**src/rtl/cordic_pkg.sv**
```systemverilog
// Shared definitions for the CORDIC request arbiter: default data width,
// Q2.14 fraction-bit count and the arbiter FSM state type.
package cordic_pkg;

  localparam int CORDIC_DATA_W    = 16;
  localparam int CORDIC_FRAC_BITS = 14;

  typedef enum logic [1:0] {
    IDLE  = 2'd0,
    START = 2'd1,
    WAIT  = 2'd2,
    RESP  = 2'd3
  } arb_state_t;

endpackage

```
**src/rtl/cordic_arbiter_if.sv**
```systemverilog
// Bundle of the request, core and response signals of cordic_arbiter.
// slave: the arbiter's view. master: the requesters/core/consumer side.
interface cordic_arbiter_if
  import cordic_pkg::*;
#(
  parameter int NUM_REQ = 4,
  parameter int DATA_W  = CORDIC_DATA_W
);
  localparam int ID_W = $clog2(NUM_REQ);

  logic [NUM_REQ-1:0]        req_valid;
  logic [NUM_REQ*DATA_W-1:0] req_angle;
  logic [NUM_REQ-1:0]        req_ready;
  logic                      core_start;
  logic [DATA_W-1:0]         core_angle;
  logic                      core_done;
  logic [DATA_W-1:0]         core_cos;
  logic [DATA_W-1:0]         core_sin;
  logic                      rsp_valid;
  logic                      rsp_ready;
  logic [ID_W-1:0]           rsp_id;
  logic [DATA_W-1:0]         rsp_cos;
  logic [DATA_W-1:0]         rsp_sin;
  logic                      rsp_err;
  logic                      busy;

  modport slave (
    input  req_valid, req_angle, core_done, core_cos, core_sin, rsp_ready,
    output req_ready, core_start, core_angle, rsp_valid, rsp_id, rsp_cos,
           rsp_sin, rsp_err, busy
  );

  modport master (
    output req_valid, req_angle, core_done, core_cos, core_sin, rsp_ready,
    input  req_ready, core_start, core_angle, rsp_valid, rsp_id, rsp_cos,
           rsp_sin, rsp_err, busy
  );

endinterface

```
**src/rtl/cordic_rr_arb.sv**
```systemverilog
// Round-robin winner selection: the search starts at index ptr and wraps
// modulo NUM_REQ; the first set request found is granted (one-hot).
module cordic_rr_arb #(
  parameter int NUM_REQ = 4
) (
  input  logic [NUM_REQ-1:0]         req,
  input  logic [$clog2(NUM_REQ)-1:0] ptr,
  output logic [NUM_REQ-1:0]         grant
);
  localparam int PTR_W = $clog2(NUM_REQ);

  // rot_req[k] is the request k places after ptr; rot_idx[k] is its real index
  logic [NUM_REQ-1:0] rot_req;
  logic [PTR_W-1:0]   rot_idx [NUM_REQ];
  logic               found;

  generate
    for (genvar gi = 0; gi < NUM_REQ; gi++) begin : g_rot
      logic [PTR_W:0] sum;
      assign sum = {1'b0, ptr} + (PTR_W+1)'(gi);
      assign rot_idx[gi] = (sum >= (PTR_W+1)'(NUM_REQ)) ?
                           PTR_W'(sum - (PTR_W+1)'(NUM_REQ)) : sum[PTR_W-1:0];
      assign rot_req[gi] = req[rot_idx[gi]];
    end
  endgenerate

  // Grant the first requester at or after ptr in rotated order
  always_comb begin
    grant = '0;
    found = 1'b0;
    for (int k = 0; k < NUM_REQ; k++) begin
      if (!found && rot_req[k]) begin
        grant[rot_idx[k]] = 1'b1;
        found             = 1'b1;
      end
    end
  end

endmodule

```
**src/rtl/cordic_arbiter.sv**
```systemverilog
// Shares one cordic_sin_cos core among NUM_REQ requesters, one request
// outstanding at a time, with round-robin fairness.
// Optional feature macro: CORDIC_ARB_TIMEOUT_EN (abort WAIT after
// TIMEOUT_CYC cycles without core_done and return an error response).
module cordic_arbiter
  import cordic_pkg::*;
#(
  parameter int NUM_REQ     = 4,
  parameter int DATA_W      = CORDIC_DATA_W,
  parameter int TIMEOUT_CYC = 64
) (
  input logic             clk,
  input logic             reset,
  cordic_arbiter_if.slave bus
);
  localparam int ID_W = $clog2(NUM_REQ);

  arb_state_t          state_reg, state_next;
  logic [ID_W-1:0]     ptr_reg, ptr_next;
  logic [ID_W-1:0]     id_reg;
  logic [DATA_W-1:0]   angle_reg, cos_reg, sin_reg;
  logic [NUM_REQ-1:0]  grant;
  logic [ID_W-1:0]     grant_id;
  logic                accept, capture_done;

  cordic_rr_arb #(.NUM_REQ(NUM_REQ)) u_rr (
    .req   (bus.req_valid),
    .ptr   (ptr_reg),
    .grant (grant)
  );

  // Encode the one-hot grant into the winner index
  always_comb begin
    grant_id = '0;
    for (int i = 0; i < NUM_REQ; i++) begin
      if (grant[i]) grant_id = ID_W'(i);
    end
  end

  assign ptr_next = (grant_id == ID_W'(NUM_REQ-1)) ? '0 : grant_id + 1'b1;

`ifdef CORDIC_ARB_TIMEOUT_EN
  localparam int TMO_W = $clog2(TIMEOUT_CYC+1);
  logic [TMO_W-1:0] tmo_cnt_reg;
  logic             tmo_hit, capture_tmo, err_reg;

  assign tmo_hit = (tmo_cnt_reg == TMO_W'(TIMEOUT_CYC-1));

  // Count cycles spent in WAIT; cleared whenever the FSM is elsewhere
  always_ff @(posedge clk or posedge reset) begin
    if (reset)                  tmo_cnt_reg <= '0;
    else if (state_reg == WAIT) tmo_cnt_reg <= tmo_cnt_reg + 1'b1;
    else                        tmo_cnt_reg <= '0;
  end
`endif

  // FSM state register
  always_ff @(posedge clk or posedge reset) begin
    if (reset) state_reg <= IDLE;
    else       state_reg <= state_next;
  end

  // Next-state logic and state-decoded outputs
  always_comb begin
    state_next     = state_reg;
    accept         = 1'b0;
    capture_done   = 1'b0;
`ifdef CORDIC_ARB_TIMEOUT_EN
    capture_tmo    = 1'b0;
`endif
    bus.req_ready  = '0;
    bus.core_start = 1'b0;
    bus.rsp_valid  = 1'b0;
    bus.busy       = (state_reg != IDLE);
    case (state_reg)
      IDLE: begin
        // req_ready is gated by reset so it reads zero while reset is held
        if (!reset) bus.req_ready = grant;
        if (|bus.req_valid) begin
          accept     = 1'b1;
          state_next = START;
        end
      end
      START: begin
        bus.core_start = 1'b1;
        state_next     = WAIT;
      end
      WAIT: begin
        if (bus.core_done) begin
          capture_done = 1'b1;
          state_next   = RESP;
        end
`ifdef CORDIC_ARB_TIMEOUT_EN
        else if (tmo_hit) begin
          capture_tmo = 1'b1;
          state_next  = RESP;
        end
`endif
      end
      RESP: begin
        bus.rsp_valid = 1'b1;
        if (bus.rsp_ready) state_next = IDLE;
      end
      default: state_next = IDLE;
    endcase
  end

  // Request and result capture registers
  always_ff @(posedge clk or posedge reset) begin
    if (reset) begin
      ptr_reg   <= '0;
      id_reg    <= '0;
      angle_reg <= '0;
      cos_reg   <= '0;
      sin_reg   <= '0;
`ifdef CORDIC_ARB_TIMEOUT_EN
      err_reg   <= 1'b0;
`endif
    end else begin
      if (accept) begin
        ptr_reg   <= ptr_next;
        id_reg    <= grant_id;
        angle_reg <= bus.req_angle[grant_id*DATA_W +: DATA_W];
      end
      if (capture_done) begin
        cos_reg <= bus.core_cos;
        sin_reg <= bus.core_sin;
`ifdef CORDIC_ARB_TIMEOUT_EN
        err_reg <= 1'b0;
`endif
      end
`ifdef CORDIC_ARB_TIMEOUT_EN
      if (capture_tmo) begin
        cos_reg <= '0;
        sin_reg <= '0;
        err_reg <= 1'b1;
      end
`endif
    end
  end

  assign bus.core_angle = angle_reg;
  assign bus.rsp_id     = id_reg;
  assign bus.rsp_cos    = cos_reg;
  assign bus.rsp_sin    = sin_reg;
`ifdef CORDIC_ARB_TIMEOUT_EN
  assign bus.rsp_err    = err_reg;
`else
  assign bus.rsp_err    = 1'b0;
`endif

endmodule

```
**src/flat_wrapper.sv**
```systemverilog
// flat-port wrapper written by rule: the top's interface ports become plain ports
module cordic_arbiter_flat import cordic_pkg::*;
#(
  parameter int NUM_REQ     = 4,
  parameter int DATA_W      = CORDIC_DATA_W,
  parameter int TIMEOUT_CYC = 64
)
  (clk, reset, bus_req_valid, bus_req_angle, bus_core_done, bus_core_cos, bus_core_sin, bus_rsp_ready, bus_req_ready, bus_core_start, bus_core_angle, bus_rsp_valid, bus_rsp_id, bus_rsp_cos, bus_rsp_sin, bus_rsp_err, bus_busy);
  cordic_arbiter_if #(.NUM_REQ(NUM_REQ), .DATA_W(DATA_W)) bus_i ();
  input logic clk;
  input logic reset;
  input wire logic [$bits(bus_i.req_valid)-1:0] bus_req_valid;
  input wire logic [$bits(bus_i.req_angle)-1:0] bus_req_angle;
  input wire logic [$bits(bus_i.core_done)-1:0] bus_core_done;
  input wire logic [$bits(bus_i.core_cos)-1:0] bus_core_cos;
  input wire logic [$bits(bus_i.core_sin)-1:0] bus_core_sin;
  input wire logic [$bits(bus_i.rsp_ready)-1:0] bus_rsp_ready;
  output wire logic [$bits(bus_i.req_ready)-1:0] bus_req_ready;
  output wire logic [$bits(bus_i.core_start)-1:0] bus_core_start;
  output wire logic [$bits(bus_i.core_angle)-1:0] bus_core_angle;
  output wire logic [$bits(bus_i.rsp_valid)-1:0] bus_rsp_valid;
  output wire logic [$bits(bus_i.rsp_id)-1:0] bus_rsp_id;
  output wire logic [$bits(bus_i.rsp_cos)-1:0] bus_rsp_cos;
  output wire logic [$bits(bus_i.rsp_sin)-1:0] bus_rsp_sin;
  output wire logic [$bits(bus_i.rsp_err)-1:0] bus_rsp_err;
  output wire logic [$bits(bus_i.busy)-1:0] bus_busy;
  assign bus_i.req_valid = bus_req_valid;
  assign bus_i.req_angle = bus_req_angle;
  assign bus_i.core_done = bus_core_done;
  assign bus_i.core_cos = bus_core_cos;
  assign bus_i.core_sin = bus_core_sin;
  assign bus_i.rsp_ready = bus_rsp_ready;
  assign bus_req_ready = bus_i.req_ready;
  assign bus_core_start = bus_i.core_start;
  assign bus_core_angle = bus_i.core_angle;
  assign bus_rsp_valid = bus_i.rsp_valid;
  assign bus_rsp_id = bus_i.rsp_id;
  assign bus_rsp_cos = bus_i.rsp_cos;
  assign bus_rsp_sin = bus_i.rsp_sin;
  assign bus_rsp_err = bus_i.rsp_err;
  assign bus_busy = bus_i.busy;
  cordic_arbiter #(.NUM_REQ(NUM_REQ), .DATA_W(DATA_W), .TIMEOUT_CYC(TIMEOUT_CYC)) u_core (.clk(clk), .reset(reset), .bus(bus_i));
endmodule
```
**config.mk**
```make
export PLATFORM = sky130hd
export DESIGN_NAME = cordic_arbiter_flat
export DESIGN_NICKNAME = d
export VERILOG_FILES = /design/src/rtl/cordic_pkg.sv /design/src/rtl/cordic_arbiter_if.sv /design/src/rtl/cordic_rr_arb.sv /design/src/rtl/cordic_arbiter.sv /design/src/flat_wrapper.sv
export SDC_FILE = /design/constraint.sdc
export NUM_CORES = 1
export LEC_CHECK = 0
export BUFFER_PORTS_ARGS = -buffer_cell sky130_fd_sc_hd__buf_2
export CAP_MARGIN = 20
export CORE_MARGIN = 2
export CORE_UTILIZATION = 49
export DETAILED_ROUTE_END_ITERATION = 12
export PLACE_DENSITY = 0.86
export SLEW_MARGIN = 20
export SYNTH_ARGS = -nofsm -noshare
export SYNTH_HDL_FRONTEND = slang
export SYNTH_SLANG_ARGS = --single-unit
```
**constraint.sdc**
```tcl
create_clock -name clk -period 6.43 [get_ports clk]
set_input_delay 0.643 -clock clk [delete_from_list [all_inputs] [get_ports clk]]
set_output_delay 0.643 -clock clk [all_outputs]
set_load 0.05 [all_outputs]
```
==> key figures, run 1 <==
Outcome
  • Status: completed

Clock network
  • Post-CTS sizing: 0
  • Num CTS Buffers: 5
  • CTS Hold Bufs: 0
  • Total clock sinks: 54
  • CTS root buf: clkbuf_8
  • CTS tree: yes
  • Clock slew seen by the registers of the worst setup and hold paths: 0.10 ns
  • Max clock buf depth: 2
  • Setup Buffers After CTS: 0
  • H-tree levels: 2
  • Clk_lat worst skew: roughly 0.31 ns

Layout
  • Layout cells sized above 1: 50.9%
  • Fillers: just under 500
  • Final nets: roughly 540
  • Layout Area Growth over Synthesis: 30.2%
  • Diodes inserted: 0

Global route
  • Gr ovfl total: 0
  • Initial antenna violation count: 0
  • Largest net degree at the start of global routing: 55
  • Global-route wire length before repair: about 12000 um
  • GRT Util Overall: roughly a quarter
  • Vias in the first global route: ~2800

Floorplan
  • Die height: 82.7 um
  • Site row count: 28
  • Initial Util: just over 50%
  • Core box area: 0.00596 mm2
  • I/O Pins: 162
  • Die width: roughly 83 um
  • Die area: around 0.007 mm2

STA
  • Worst-Margin Slew: 0.791 ns
  • Post-layout min period: 4.93 ns
  • Final Cycle Share: 76.7%
  • Endpoints failing setup: 0
  • Final Hold Fails: 0
  • RSZ-0062 raised after global routing: no
  • Slew Limit Fails: 0
  • Final clock skew: 0.00891 ns
  • Setup_tns: 0 ns
  • FMAX: 203 MHz
  • Max-Slew Margin vs Limit: a little under half

Worst setup path
  • CP max stage delay: 0.71 ns
  • Slowest-stage cell, CP: or2_1
  • Crit Reg-Reg Endpoint: u_core.bus.core_angle[14]
  • Type of the worst setup path: flip-flop to output pin
  • Crit path cell chain: inv_1 -> ha_1 -> or3b_1 -> a2111oi_0 -> o21a_1 -> or2_1 -> nor2b_1 -> buf_2
  • Reg2Reg Depth: 8
  • CP arrival: 4.29 ns
  • WP buf/inv: 2
  • CP required: between 5 and 6 ns
  • Worst r2r src: u_core.ptr_reg[0]
  • Worst reg-to-reg setup slack: 2.43 ns
  • Critical Path Sink Type: output pin
  • Critical path startpoint category: flip-flop
  • CP max FO: 19
  • Cell class contributing the biggest share of worst-path delay: simple AND/OR/NAND/NOR gates

Logic synthesis
  • Synthesized flop and latch total: 54
  • Post-synth EDFFs: 0
  • Syn Std Cell Area: 0.00304 mm2
  • Area contributors post-synth: dfrtp_1, mux2_2, ha_1
  • Post-synth cell types: slightly above 40
  • Syn_nets: between 300 and 400
  • Post-synth top cells: dfrtp_1, mux2_2, nor2_1
  • Synth async-reset ratio: 100%
  • Synthesized area per cell: 11.0 um2
  • Leading area contributor after synthesis: dfrtp_1
  • Synth Flop Type: dfrtp_1
  • Synth top area share: 44.5%
  • Post-synthesis sequential area ratio: around 44%
  • Post-Syn Instances: 277
  • Top-count cell post-synth: dfrtp_1
  • Yosys Warn Count: 0

Flow run
  • Max-cap violations: 0

Place
  • RePlAce Congestion: 0.877
  • Post-DP HPWL: roughly 6400 um
  • Port bufs: 160

Detailed routing
  • Final WL: roughly 8500 um
  • Met2 WL: 4140 um
  • DRT Pass-1 Iters: 4
  • Highest routed layer: met4
  • Met1 Routed Length: 3310 um
  • Antenna Nets Post-Route: 0
  • Remaining DRCs: 0
  • Vias per Instance: 5.66
  • Wire length on met3: 875 um
  • Iteration-0 DRC Markers: 115
  • Via count: 2847
  • DR WL/cell: 16.9 um

Worst hold path
  • WHS Path Cells: 1
  • Worst min path class: flip-flop to flip-flop
  • Hold wc startpoint: u_core.bus.rsp_id[0]
  • Hold Path End: u_core.bus.rsp_id[0]
==> layer usage <==
layer  global-route usage, %  up-vias
li1                        -     1330
met1                    26.1     1335
met2                    43.9      168
met3                    6.09       14
met4                    7.54        0
met5                       0        -
==> logic make-up (layout without fill, tap and decap cells) <==
family,count (synthesis),in the layout,synth area share [%]
buf+inv,30,181,4.66
fa+ha+maj,11,11,4.53
simple gates,57,57,10.6
flops,54,54,44.5
mux,36,36,14.8
compound gates,88,88,20.7
other cells,1,1,0.123
==> how the worst max path moves through the flow <==
stage / from / to / slack [ns] / cells past startpoint
5_1_grt: u_core.ptr_reg[0] / bus_req_ready[1] / 1.24 / 8
3_3_place_gp: u_core.ptr_reg[0] / bus_req_ready[1] / 2.07 / 8
2_1_floorplan: u_core.ptr_reg[0] / bus_req_ready[1] / 2.53 / 10
4_1_cts: u_core.ptr_reg[0] / bus_req_ready[1] / 1.55 / 8
6_report: u_core.ptr_reg[0] / bus_req_ready[1] / 1.50 / 8
3_5_place_dp: u_core.ptr_reg[0] / bus_req_ready[1] / 1.92 / 8
==> through the flow <==
stage / util, % / area [um2] / setup WS (ns) / cells / hold slack (ns)
2_1_floorplan: - / 3040 / 2.53 / 277 / 0.528
3_5_place_dp: 64.7 / 3860 / 1.92 / 495 / 0.483
5_1_grt: 66.4 / 3950 / 1.24 / 503 / 0.522
4_1_cts: 66.4 / 3950 / 1.55 / 503 / 0.508
3_3_place_gp: 64.7 / 3860 / 2.07 / 495 / 0.476
6_report: 66.4 / 3950 / 1.50 / 503 / 0.504
==> placed cells by master, fill, tap and decap left out, types with 5 or more instances in the layout <==
cell type	count
nor3b_1	17
a21oi_1	21
inv_1	8
buf_2	160
a211oi_1	8
o211ai_1	17
mux2_2	32
dfrtp_1	54
ha_1	11
a211oi_2	8
nor2_1	21
nand2_1	5
o22ai_1	16
clkbuf_8	5
==> final cells by class <==
type                       instances  area (um2)  share of cell area [%]
clock inverter                     3        28.8                   0.728
multi-input combinational        193        1550                    39.1
clock buffer                       5        68.8                    1.74
sequential                        54        1350                    34.2
timing repair buffer             164         831                    21.0
inverter                           9        33.8                   0.854
tap                               75        93.8                    2.37
Power of run 1 is not shown: default switching activity piles up to over one toggle a cycle in this logic, so the estimate is an artifact.
==> run 2: changes to the inputs <==
--- a/config.mk
+++ b/config.mk
@@ -8,9 +8,9 @@
 export BUFFER_PORTS_ARGS = -buffer_cell sky130_fd_sc_hd__buf_2
 export CAP_MARGIN = 20
 export CORE_MARGIN = 2
-export CORE_UTILIZATION = 49
+export CORE_UTILIZATION = 41
 export DETAILED_ROUTE_END_ITERATION = 12
-export PLACE_DENSITY = 0.86
+export PLACE_DENSITY = 0.77
 export SLEW_MARGIN = 20
 export SYNTH_ARGS = -nofsm -noshare
 export SYNTH_HDL_FRONTEND = slang
==> constraint.sdc (replaced) <==
create_clock -name clk -period 4.3 [get_ports clk]
set_input_delay 0.43 -clock clk [delete_from_list [all_inputs] [get_ports clk]]
set_output_delay 0.43 -clock clk [all_outputs]
set_load 0.05 [all_outputs]
==> run 2 against run 1 <==
  * Via count rose by 2.7%
  * Flip-flop and latch count did not move
  * Worst setup slack got worse by 1.2 ns
  * Utilization fell by 10 points
  * Die area rose by 19%
  * Critical path depth did not move
  * Largest cell class unchanged
==> key figures, run 2 (synthesis results as in run 1) <==
Worst hold path
  • Worst min path class: input pin to async pin

Place
  • Post-DP HPWL: 6280 um
  • Port bufs: 160
  • RePlAce Congestion: 0.853

Global route
  • GRT Util Overall: 20.5%
  • Initial antenna violation count: 0
  • Vias in the first global route: 2915
  • Largest net degree at the start of global routing: 55
  • Global-route wire length before repair: around 14000 um
  • Gr ovfl total: 0

Worst setup path
  • CP max FO: 19
  • CP arrival: 3.61 ns
  • Worst reg-to-reg setup slack: 0.85 ns
  • Critical Path Sink Type: output pin
  • Type of the worst setup path: flip-flop to output pin
  • CP required: 3.87 ns
  • Critical path startpoint category: flip-flop

Layout
  • Diodes inserted: 0
  • Layout cells sized above 1: 51.4%
  • Commonest non-fill, non-tap cells in the layout: buf_2, dfrtp_1, mux2_2
  • Layout Area Growth over Synthesis: 32.8%
  • Fillers: 626
  • Commonest non-fill, non-tap cell in the layout: buf_2
  • Final nets: roughly 550

Clock network
  • Post-CTS sizing: 0
  • Clk_lat worst skew: roughly 0.31 ns
  • Clock slew seen by the registers of the worst setup and hold paths: 0.10 ns
  • CTS Hold Bufs: 0
  • Total clock sinks: 54
  • H-tree levels: 2
  • Num CTS Buffers: 5
  • Setup Buffers After CTS: 0
  • Max clock buf depth: 2
  • CTS root buf: clkbuf_8
  • CTS tree: yes

STA
  • Setup_tns: 0 ns
  • RSZ-0062 raised after global routing: no
  • Final Cycle Share: 94.0%
  • Worst-Margin Slew: around 0.76 ns
  • Slew Limit Fails: 0
  • Post-layout min period: 4.04 ns
  • FMAX: roughly 250 MHz
  • Max-Slew Margin vs Limit: 49.5%
  • Endpoints failing setup: 0
  • Final clock skew: 0.00851 ns
  • Final Hold Fails: 0

Floorplan
  • Die width: between 90 and 100 um
  • I/O Pins: 162
  • Core box area: 0.00721 mm2
  • Site row count: 31
  • Die area: 0.00811 mm2
  • Die height: 90.1 um
  • Initial Util: 42.1%

Detailed routing
  • DRT Pass-1 Iters: 4
  • Vias per Instance: 5.51
  • Final WL: about 8400 um
  • Antenna Nets Post-Route: 0
  • Via count: 2925
  • Remaining DRCs: 0
  • DR WL/cell: 15.8 um
  • Iteration-0 DRC Markers: 114

Outcome
  • Status: completed

Flow run
  • Max-cap violations: 0
-- run 2: stage by stage --
stage / area, um2 / cells / utilization, % / setup WS [ns] / hold slack, ns
2_1_floorplan: 3040 / 277 / - / 0.617 / 0.528
3_3_place_gp: 3910 / 522 / 54.2 / 0.823 / 0.476
3_5_place_dp: 3940 / 523 / 54.6 / 0.656 / 0.490
4_1_cts: 4030 / 531 / 55.9 / 0.302 / 0.328
5_1_grt: 4030 / 531 / 55.9 / 0.00614 / 0.325
6_report: 4030 / 531 / 55.9 / 0.258 / 0.314
-- run 2: area by class of cell --
cell class	count	area (um2)	area share (%)
multi-input cells	193	1550	38.3
inverters	9	33.8	0.837
repair buffers	168	881	21.8
clock buffers	5	68.8	1.71
well taps	99	124	3.07
clock inverters	3	28.8	0.713
flip-flops and latches	54	1350	33.5
-- run 2: path summary, 6_finish.rpt --
check,from,cells past startpoint,endpoint
setup / recovery,u_core.ptr_reg[0],8,bus_req_ready[2]
hold / removal,reset,3,u_core.ptr_reg[1]
setup reg to reg,u_core.ptr_reg[0],8,u_core.bus.core_angle[9]
hold reg to reg,u_core.bus.rsp_id[0],1,u_core.bus.rsp_id[0]
max in group asynchronous,reset,3,u_core.bus.core_angle[10]
min in group clk,bus_core_cos[15],2,u_core.bus.rsp_cos[15]
-- run 2: worst max-delay path, stage by stage (launching register included) --
cell,delay [ns]
dfrtp_1,0.62
inv_1,0.19
ha_1,0.44
mux4_2,0.61
a21oi_1,0.21
a2bb2oi_1,0.25
and2_1,0.63
nor2_1,0.11
buf_2,0.24
-- run 2: metal layers --
metal  GRT usage [%]  vias to the layer above  share of wire (%)
met4            6.15                        0                2.0
li1                -                     1344                  -
met1            25.9                     1389                 40
met3            6.62                       17                 10
met2            33.8                      175                 47
met5               0                        -                  0
Power of run 2 is left out for the same reason.
==> run 3: changes to the inputs <==
--- a/config.mk
+++ b/config.mk
@@ -11,6 +11,7 @@
 export CORE_UTILIZATION = 41
 export DETAILED_ROUTE_END_ITERATION = 12
 export PLACE_DENSITY = 0.77
+export REMOVE_ABC_BUFFERS = 1
 export SLEW_MARGIN = 20
 export SYNTH_ARGS = -nofsm -noshare
 export SYNTH_HDL_FRONTEND = slang
==> run 3 against run 2 <==
  * Utilization down 0.40 points
  * Routed wire length up 4.9%
  * Die area unchanged
  * Sequential share of layout area up 0.24 points
==> key figures, run 3 (synthesis results as in run 1) <==
Outcome
  • Status: completed

Worst setup path
  • Crit Reg-Reg Endpoint: u_core.bus.core_angle[11]
  • Reg2Reg Depth: 10
  • Critical path destination: bus_req_ready[2]
  • CP max FO: 19
  • CP max stage delay: roughly 0.69 ns
  • Slowest-stage cell, CP: and2_1
  • CP startpoint: u_core.ptr_reg[0]
  • CP arrival: 3.60 ns
  • CP required: 3.87 ns
  • Critical Path Sink Type: output pin
  • Crit path cell chain: inv_1 -> ha_1 -> mux4_2 -> a21oi_1 -> a2bb2oi_1 -> and2_1 -> nor2_1 -> buf_2
  • Type of the worst setup path: flip-flop to output pin
  • Worst reg-to-reg setup slack: 0.71 ns
  • Worst r2r src: u_core.ptr_reg[0]
  • Critical path startpoint category: flip-flop

Global route
  • Largest net degree at the start of global routing: 55
  • Vias in the first global route: approximately 2900
  • GRT Util Overall: a little over a fifth
  • Global-route wire length before repair: between 10000 and 15000 um
  • Gr ovfl total: 0
  • Initial antenna violation count: 0

Clock network
  • Post-CTS sizing: 0
  • CTS root buf: clkbuf_8
  • Num CTS Buffers: 5
  • CTS Hold Bufs: 0
  • Max clock buf depth: 2
  • CTS tree: yes
  • Setup Buffers After CTS: 0
  • Clk_lat worst skew: slightly above 0.3 ns
  • H-tree levels: 2
  • Clock slew seen by the registers of the worst setup and hold paths: 0.10 ns
  • Total clock sinks: 54

Floorplan
  • Core box area: between 0.007 and 0.008 mm2
  • Die height: around 90 um
  • I/O Pins: 162
  • Initial Util: a little over two fifths
  • Die width: 90.1 um
  • Site row count: 31
  • Die area: 0.00811 mm2

STA
  • Final clock skew: roughly 0.0092 ns
  • Slew Limit Fails: 0
  • FMAX: about 250 MHz
  • Post-layout min period: 4.03 ns
  • Final Hold Fails: 0
  • Final Cycle Share: 93.8%
  • RSZ-0062 raised after global routing: no
  • Endpoints failing setup: 0
  • Worst-Margin Slew: a little over 0.8 ns
  • Setup_tns: 0 ns
  • Max-Slew Margin vs Limit: 45.7%

Detailed routing
  • Met1 Routed Length: 3680 um
  • Antenna Nets Post-Route: 0
  • Remaining DRCs: 0
  • Final WL: 8790 um
  • Highest routed layer: met4
  • DR WL/cell: between 15 and 20 um
  • Via count: 2894
  • Wire length on met3: 786 um
  • Met2 WL: 4170 um
  • Iteration-0 DRC Markers: about 190
  • Vias per Instance: 5.46
  • DRT Pass-1 Iters: 4

Layout
  • Layout Area Growth over Synthesis: 31.9%
  • Commonest non-fill, non-tap cell in the layout: buf_2
  • Diodes inserted: 0
  • Fillers: 657
  • FF+latch area: 0.00135 mm2
  • Multi-input gate area: 0.00155 mm2
  • Layout cells sized above 1: 51.3%
  • Final nets: 545
  • Commonest non-fill, non-tap cells in the layout: buf_2, dfrtp_1, mux2_2

Place
  • Post-DP HPWL: approximately 6400 um
  • RePlAce Congestion: roughly 0.84
  • Port bufs: 160

Worst hold path
  • Worst min path class: input pin to async pin

Flow run
  • Max-cap violations: 0
[run 3: changes by cell type in the layout (fill, tap and decap cells not counted)]
cell / before / now
clkinvlp_4: 0 / 1
inv_6: 0 / 1
clkinv_4: 2 / 0
buf_16: 1 / 0
[run 3: per-stage QoR]
step | util [%] | area [um2] | setup slack (ns) | std cells | hold slack, ns
finish | 55.5 | 4010 | 0.267 | 530 | 0.329
global route | 55.5 | 4010 | 0.0598 | 530 | 0.328
CTS | 55.5 | 4010 | 0.298 | 530 | 0.328
detailed placement | 54.2 | 3910 | 0.670 | 522 | 0.488
global placement | 54.2 | 3910 | 0.761 | 522 | 0.475
floorplan | - | 2930 | 0.178 | 256 | 0.528
[run 3: area by class of cell]
| cell class | count | share of cell area, % |
|---|---|---|
| Multi-Input combinational cell | 193 | 38.6 |
| Sequential cell | 54 | 33.7 |
| Timing Repair Buffer | 167 | 21.3 |
| Tap cell | 99 | 3.09 |
| Clock buffer | 5 | 1.72 |
| Inverter | 9 | 0.843 |
| Clock inverter | 3 | 0.687 |
[run 3: critical path, delay by kind of cell (launching register included)]
family / cells / cell delay [ns]
and+or+nand+nor: 2 / 0.80
AOI/OAI and AO/OA: 2 / 0.38
DFF: 1 / 0.61
buffers and inverters: 2 / 0.45
adders and majority gates: 1 / 0.44
muxes: 1 / 0.60
[run 3: per-layer routing]
layer / track usage [%] / vias up
li1: - / 1336
met1: 26.2 / 1381
met2: 34.8 / 162
met3: 6.37 / 15
met4: 7.44 / 0
met5: 0 / -
[run 3: how the worst min path moves through the flow]
stage                              to  slack (ns)  cells after the start
6_report            u_core.ptr_reg[0]        0.33                      3
5_1_grt        u_core.bus.rsp_cos[14]        0.33                      2
4_1_cts         u_core.bus.rsp_sin[4]        0.33                      2
3_5_place_dp   u_core.bus.rsp_cos[14]        0.49                      1
3_3_place_gp     u_core.bus.rsp_id[0]        0.48                      1
2_1_floorplan     u_core.state_reg[0]        0.53                      1
Power of run 3 is left out for the same reason.
